`src/rtl/fetch_pkg.sv`:
```
// fetch_pkg: shared state encoding and instruction constants for the fetch controller
package fetch_pkg;
  typedef enum logic [2:0] {
    BOOT      = 3'd0,
    ISSUE     = 3'd1,
    WAIT_RESP = 3'd2,
    DRAIN     = 3'd3,
    HOLD      = 3'd4
  } fetch_state_t;
  localparam int INSTR_WIDTH = 32;
  localparam logic [INSTR_WIDTH-1:0] NOP_INSTR = 32'h0000_0013;
endpackage

```
`src/rtl/fetch_controller_if.sv`:
```
// fetch_controller_if: I-side request/response handshake between fetch and the L1 cache
interface fetch_controller_if #(parameter int PC_SIZE = 32);
  logic               l1_req;
  logic [PC_SIZE-1:0] l1_addr;
  logic               l1_ready;
  logic               l1_rvalid;
  logic [31:0]        l1_rdata;
  modport master (output l1_req, l1_addr, input l1_ready, l1_rvalid, l1_rdata);
  modport slave  (input l1_req, l1_addr, output l1_ready, l1_rvalid, l1_rdata);
endinterface

```
`src/rtl/fetch_perf_counter.sv`:
```
// fetch_perf_counter: 32-bit wrapping event counter with increment enable
module fetch_perf_counter (
  input  logic        clk,
  input  logic        reset,
  input  logic        en,
  output logic [31:0] count
);
  always_ff @(posedge clk or negedge reset)
    if (!reset) count <= '0;
    else if (en) count <= count + 32'd1;
endmodule

```
`src/rtl/fetch_controller.sv`:
```
// fetch_controller: single-outstanding I-fetch sequencer with redirect and squash.
// Define FETCH_PERF_EN to add fetch_count/squash_count performance counters.
module fetch_controller
  import fetch_pkg::*;
#(
  parameter int PC_SIZE = 32,
  parameter logic [PC_SIZE-1:0] RESET_VECTOR = '0
) (
  input  logic                   clk,
  input  logic                   reset,
  input  logic                   redirect_valid,
  input  logic [PC_SIZE-1:0]     redirect_target,
  input  logic                   stall,
  fetch_controller_if.master     l1,
  output logic                   instr_valid,
  output logic [INSTR_WIDTH-1:0] instr,
  output logic [PC_SIZE-1:0]     instr_pc,
  output logic                   fetch_busy
`ifdef FETCH_PERF_EN
  ,
  output logic [31:0]            fetch_count,
  output logic [31:0]            squash_count
`endif
);
  fetch_state_t state, state_nx;
  logic [PC_SIZE-1:0] pc, pc_nx;
  logic redir, accept, rvalid, capture, consume, squash;
  assign redir   = redirect_valid && state != BOOT;
  assign accept  = state == ISSUE && l1.l1_ready;
  assign rvalid  = l1.l1_rvalid;
  assign capture = state == WAIT_RESP && rvalid && !redir;
  assign consume = state == HOLD && !stall && !redir;
  // a response is squashed if it belongs to a pre-redirect fetch; a held instr is squashed by any redirect
  assign squash  = (rvalid && (state == DRAIN || (state == WAIT_RESP && redir))) || (state == HOLD && redir);
  assign l1.l1_req   = state == ISSUE;
  assign l1.l1_addr  = pc;
  assign instr_valid = state == HOLD;
  assign fetch_busy  = ~instr_valid;
  assign pc_nx = redir ? (redirect_target & ~PC_SIZE'(3)) : consume ? pc + PC_SIZE'(4) : pc;
  always_comb begin
    state_nx = state;
    case (state)
      BOOT:      state_nx = ISSUE;
      ISSUE:     state_nx = accept ? (redir ? DRAIN : WAIT_RESP) : ISSUE;
      WAIT_RESP: state_nx = rvalid ? (redir ? ISSUE : HOLD) : (redir ? DRAIN : WAIT_RESP);
      DRAIN:     state_nx = rvalid ? ISSUE : DRAIN;
      HOLD:      state_nx = (redir || !stall) ? ISSUE : HOLD;
      default:   state_nx = BOOT;
    endcase
  end
  always_ff @(posedge clk or negedge reset)
    if (!reset) begin
      state    <= BOOT;
      pc       <= RESET_VECTOR;
      instr    <= '0;
      instr_pc <= '0;
    end else begin
      state <= state_nx;
      pc    <= pc_nx;
      if (capture) begin
        instr    <= l1.l1_rdata;
        instr_pc <= pc;
      end
    end
`ifdef FETCH_PERF_EN
  fetch_perf_counter u_fetch_cnt  (.clk(clk), .reset(reset), .en(consume), .count(fetch_count));
  fetch_perf_counter u_squash_cnt (.clk(clk), .reset(reset), .en(squash),  .count(squash_count));
`endif
endmodule

```
`src/flat_wrapper.sv`:
```
// flat-port wrapper written by rule: the top's interface ports become plain ports
module fetch_controller_flat import fetch_pkg::*;
#(
  parameter int PC_SIZE = 32,
  parameter logic [PC_SIZE-1:0] RESET_VECTOR = '0
)
  (clk, reset, redirect_valid, redirect_target, stall, instr_valid, instr, instr_pc, fetch_busy, l1_l1_req, l1_l1_addr, l1_l1_ready, l1_l1_rvalid, l1_l1_rdata);
  fetch_controller_if #(.PC_SIZE(PC_SIZE)) l1_i ();
  input  logic clk;
  input  logic reset;
  input  logic redirect_valid;
  input  logic [PC_SIZE-1:0] redirect_target;
  input  logic stall;
  output logic instr_valid;
  output logic [INSTR_WIDTH-1:0] instr;
  output logic [PC_SIZE-1:0] instr_pc;
  output logic fetch_busy;
  output wire logic [$bits(l1_i.l1_req)-1:0] l1_l1_req;
  output wire logic [$bits(l1_i.l1_addr)-1:0] l1_l1_addr;
  input wire logic [$bits(l1_i.l1_ready)-1:0] l1_l1_ready;
  input wire logic [$bits(l1_i.l1_rvalid)-1:0] l1_l1_rvalid;
  input wire logic [$bits(l1_i.l1_rdata)-1:0] l1_l1_rdata;
  assign l1_l1_req = l1_i.l1_req;
  assign l1_l1_addr = l1_i.l1_addr;
  assign l1_i.l1_ready = l1_l1_ready;
  assign l1_i.l1_rvalid = l1_l1_rvalid;
  assign l1_i.l1_rdata = l1_l1_rdata;
  fetch_controller #(.PC_SIZE(PC_SIZE), .RESET_VECTOR(RESET_VECTOR)) u_core (.clk(clk), .reset(reset), .redirect_valid(redirect_valid), .redirect_target(redirect_target), .stall(stall), .l1(l1_i), .instr_valid(instr_valid), .instr(instr), .instr_pc(instr_pc), .fetch_busy(fetch_busy));
endmodule
```
`config.mk`:
```
export PLATFORM = sky130hd
export DESIGN_NAME = fetch_controller_flat
export DESIGN_NICKNAME = d
export VERILOG_FILES = /design/src/rtl/fetch_pkg.sv /design/src/rtl/fetch_controller_if.sv /design/src/rtl/fetch_perf_counter.sv /design/src/rtl/fetch_controller.sv /design/src/flat_wrapper.sv
export SDC_FILE = /design/constraint.sdc
export NUM_CORES = 1
export LEC_CHECK = 0
export ABC_AREA = 1
export CORE_UTILIZATION = 50
export CTS_BUF_LIST = sky130_fd_sc_hd__clkbuf_8
export CTS_CLUSTER_SIZE = 8
export DETAILED_ROUTE_END_ITERATION = 6
export PLACE_DENSITY = 0.95
export SLEW_MARGIN = 20
export SYNTH_ARGS = -nofsm -noshare
export SYNTH_HDL_FRONTEND = slang
export SYNTH_SLANG_ARGS = --single-unit
```
`constraint.sdc`:
```
create_clock -name clk -period 3.8 [get_ports clk]
set_clock_uncertainty 0.2 [all_clocks]
set_input_delay 0.95 -clock clk [delete_from_list [all_inputs] [get_ports clk]]
set_output_delay 0.95 -clock clk [all_outputs]
set_load 0.01 [all_outputs]
```
==> reports/results.ini <==
[outcome]
status=completed

[timing]
period_needed_ps=2820
hold_ws_ps=290
hold_violations=0
max-slew-margin-rel_pct=59.7
rsz0062_at_grt=false
tightest_slew_ps=604
setup_viol=0
slew_viol_final=0
finalSetupTns_ps=0
min_period_over_period_pct=74.3
fmax_mhz=354

[critical_path]
path_buf_inv=2
start_kind=flop
path_cells=inv_1 > nand2_1 > nor2_1 > clkdlybuf4s50_1
path_depth=4
reg2regPathDepth=10
crit_fanout=4
crit_required_ps=2650
critical_path_class=reg -> out
end_kind=primary output
cpLargestDelayFamily=buffers and inverters
worstPathArrival_ps=1670
crit_slowest_cell=clkdlybuf4s50_1
max_stage_delay_ps=570

[clocking]
cts_tree=yes
cts_root_buffer=clkbuf_8
post_cts_resize_count=0
postCtsSetupRepairBufs=0
clock-sinks=95
cts.clk_slew.worst_paths_ps=90
cts_hold_buf=0
clk_latency_ps=360
cts_htree_levels=3
clockBufferDepth=2
cts_inserted_buffers=9

[grt]
gr-total-overflow=0
track_usage_pct=26.9
antenna_found_initial=0
grt_pass1_vias=4266
grt_max_degree=52
grt_pass1_wl_um=21000

[detailed_routing]
drtIter0Drc=232
ant_nets=0
dr.pass1.iters=5
wl_per_cell_um=15.0
num_vias=4480
vias_per_cell=5.16
drc=0
routed_wl_um=13000

[finish]
drive_above_1_share_pct=5.41
utilization_pct=72.9
seq_area_sq_um=2380
final_cells=868
nFillCells=698
fin_nets=806
diodes=0
syn2layout_area_growth_pct=41.4
multi_input_area_sq_um=2040

[logic_synthesis]
syn-mean-instance-area_sq_um=8.24
ys_types=30
ys_warn_count=0
syn_area_sq_um=4760
yosysSeqAreaShare_pct=49.9
synth-seq-cells=95
syn-instance-count=578

[hold_path]
holdCritPathClass=reg -> reg
hold_depth=2

[pwr]
p_leak_nw=3.10
ir_worst_vdd_mv=0.383
power_density_nw_per_um2=784
total_power_w=0.00528

[die]
initial_core_util_pct=51.5
die_y_um=99.6
core_sq_um=9240
core.rowCount=35
dieArea_sq_um=9920
die_x_um=99.6
io_pins=169

[place]
numPortBuffers=162
hpwlAfterDp_um=9630
dpl.cell_count=853
place_congestion=0.892

[job]
max-cap-violations=0

==> Yosys cell counts, drive strengths merged <==
| cell | n | area [sq um] |
|---|---|---|
| or2 | 6 | 37.5 |
| ha | 1 | 12.5 |
| dfrtp | 95 | 2380 |
| xor2 | 1 | 8.76 |
| o21bai | 1 | 7.51 |
| o211ai | 2 | 15.0 |
| nor2 | 50 | 200 |
| inv | 56 | 210 |
| nand2 | 184 | 696 |
| conb | 1 | 3.75 |
| o22ai | 5 | 31.3 |
| nand3 | 41 | 218 |
| o21ai | 61 | 305 |
| nor3 | 1 | 5.00 |
| buf | 19 | 124 |
| mux2 | 35 | 413 |
| clkbuf | 5 | 22.5 |
| and2 | 2 | 12.5 |
| a21oi | 10 | 50.1 |
| a31oi | 2 | 12.5 |
==> per-stage QoR <==
step | setup slack (ps) | instance area (sq um)
6_report | 976 | 6730
3_5_place_dp | 944 | 6470
4_1_cts | 956 | 6730
5_1_grt | 865 | 6730
3_3_place_gp | 1020 | 6470
2_1_floorplan | 1780 | 4770
==> flip-flops by register name (all words and copies together) (netlist names) <==
register           count
u_core.instr_pc       30
u_core.state           3
u_core.instr          32
u_core.l1.l1_addr     30
==> final timing paths <==
| check | startpoint | slack [ps] | end |
|---|---|---|---|
| max | u_core.state[1]$_DFF_PN0_ | 980 | l1_l1_req |
| min | u_core.instr_pc[30]$_DFFE_PN0P_ | 290 | u_core.instr_pc[30]$_DFFE_PN0P_ |
| max reg2reg | u_core.l1.l1_addr[3]$_DFFE_PN0P_ | 1730 | u_core.l1.l1_addr[30]$_DFFE_PN0P_ |
| min reg2reg | u_core.instr_pc[30]$_DFFE_PN0P_ | 290 | u_core.instr_pc[30]$_DFFE_PN0P_ |
| max in group asynchronous | reset | 2330 | u_core.instr[24]$_DFFE_PN0P_ |
| min in group asynchronous | reset | 380 | u_core.instr[13]$_DFFE_PN0P_ |
==> area by class of cell <==
type | count | share of cell area (%)
clock inverters | 6 | 2.08
inverters | 56 | 3.12
repair buffers | 167 | 25.0
multi-input cells | 406 | 30.3
well taps | 129 | 2.40
flip-flops and latches | 95 | 35.3
clock buffers | 9 | 1.84
==> power breakdown <==
group	switching, W	internal [W]	leakage (nW)
sequential	0.000431	0.00149	1.17
clock	0.000369	0.000507	0.132
combinational	0.00118	0.00130	1.80
total	0.00198	0.00330	3.10
==> cell families after synthesis <==
kind of cell / Yosys count / share of synthesized area, %
compound gates: 81 / 8.85
xor+xnor: 1 / 0.184
fa+ha+maj: 1 / 0.263
buf+inv: 80 / 7.49
flops: 95 / 49.9
mux: 35 / 8.67
other cells: 1 / 0.0787
simple gates: 284 / 24.5
==> cells in the final DEF (no fill, tap or decap), types with 4 or more instances in the layout <==
cell type and n:
or2_2 6, o22ai_1 5, mux2_1 30, nand3_1 40
clkdlybuf4s50_1 161, clkbuf_8 9, dfrtp_1 95, mux2_4 5
a21oi_1 10, nand2_1 182, buf_4 4, bufinv_16 4
nor2_1 47, o21ai_0 61, inv_1 54, conb_1 4
==> layer usage <==
metal	GRT usage [%]	wire, um	vias to the layer above
met2	43.8	6240	209
met3	5.06	868	17
met5	0	0	-
li1	-	-	2149
met1	36.6	5720	2105
met4	8.37	216	0
==> worst reg2reg max path, stage by stage, from the launching register on <==
cell and delay (ps):
dfrtp_1 450, ha_1 230, nand2_1 90, nor2_1 210
nand2_1 180, nor2_1 250, nand2_1 90, nand2_1 60
nand3_1 70, nand2_1 90, nand2_1 50
Power figures use the tool's default switching activity.
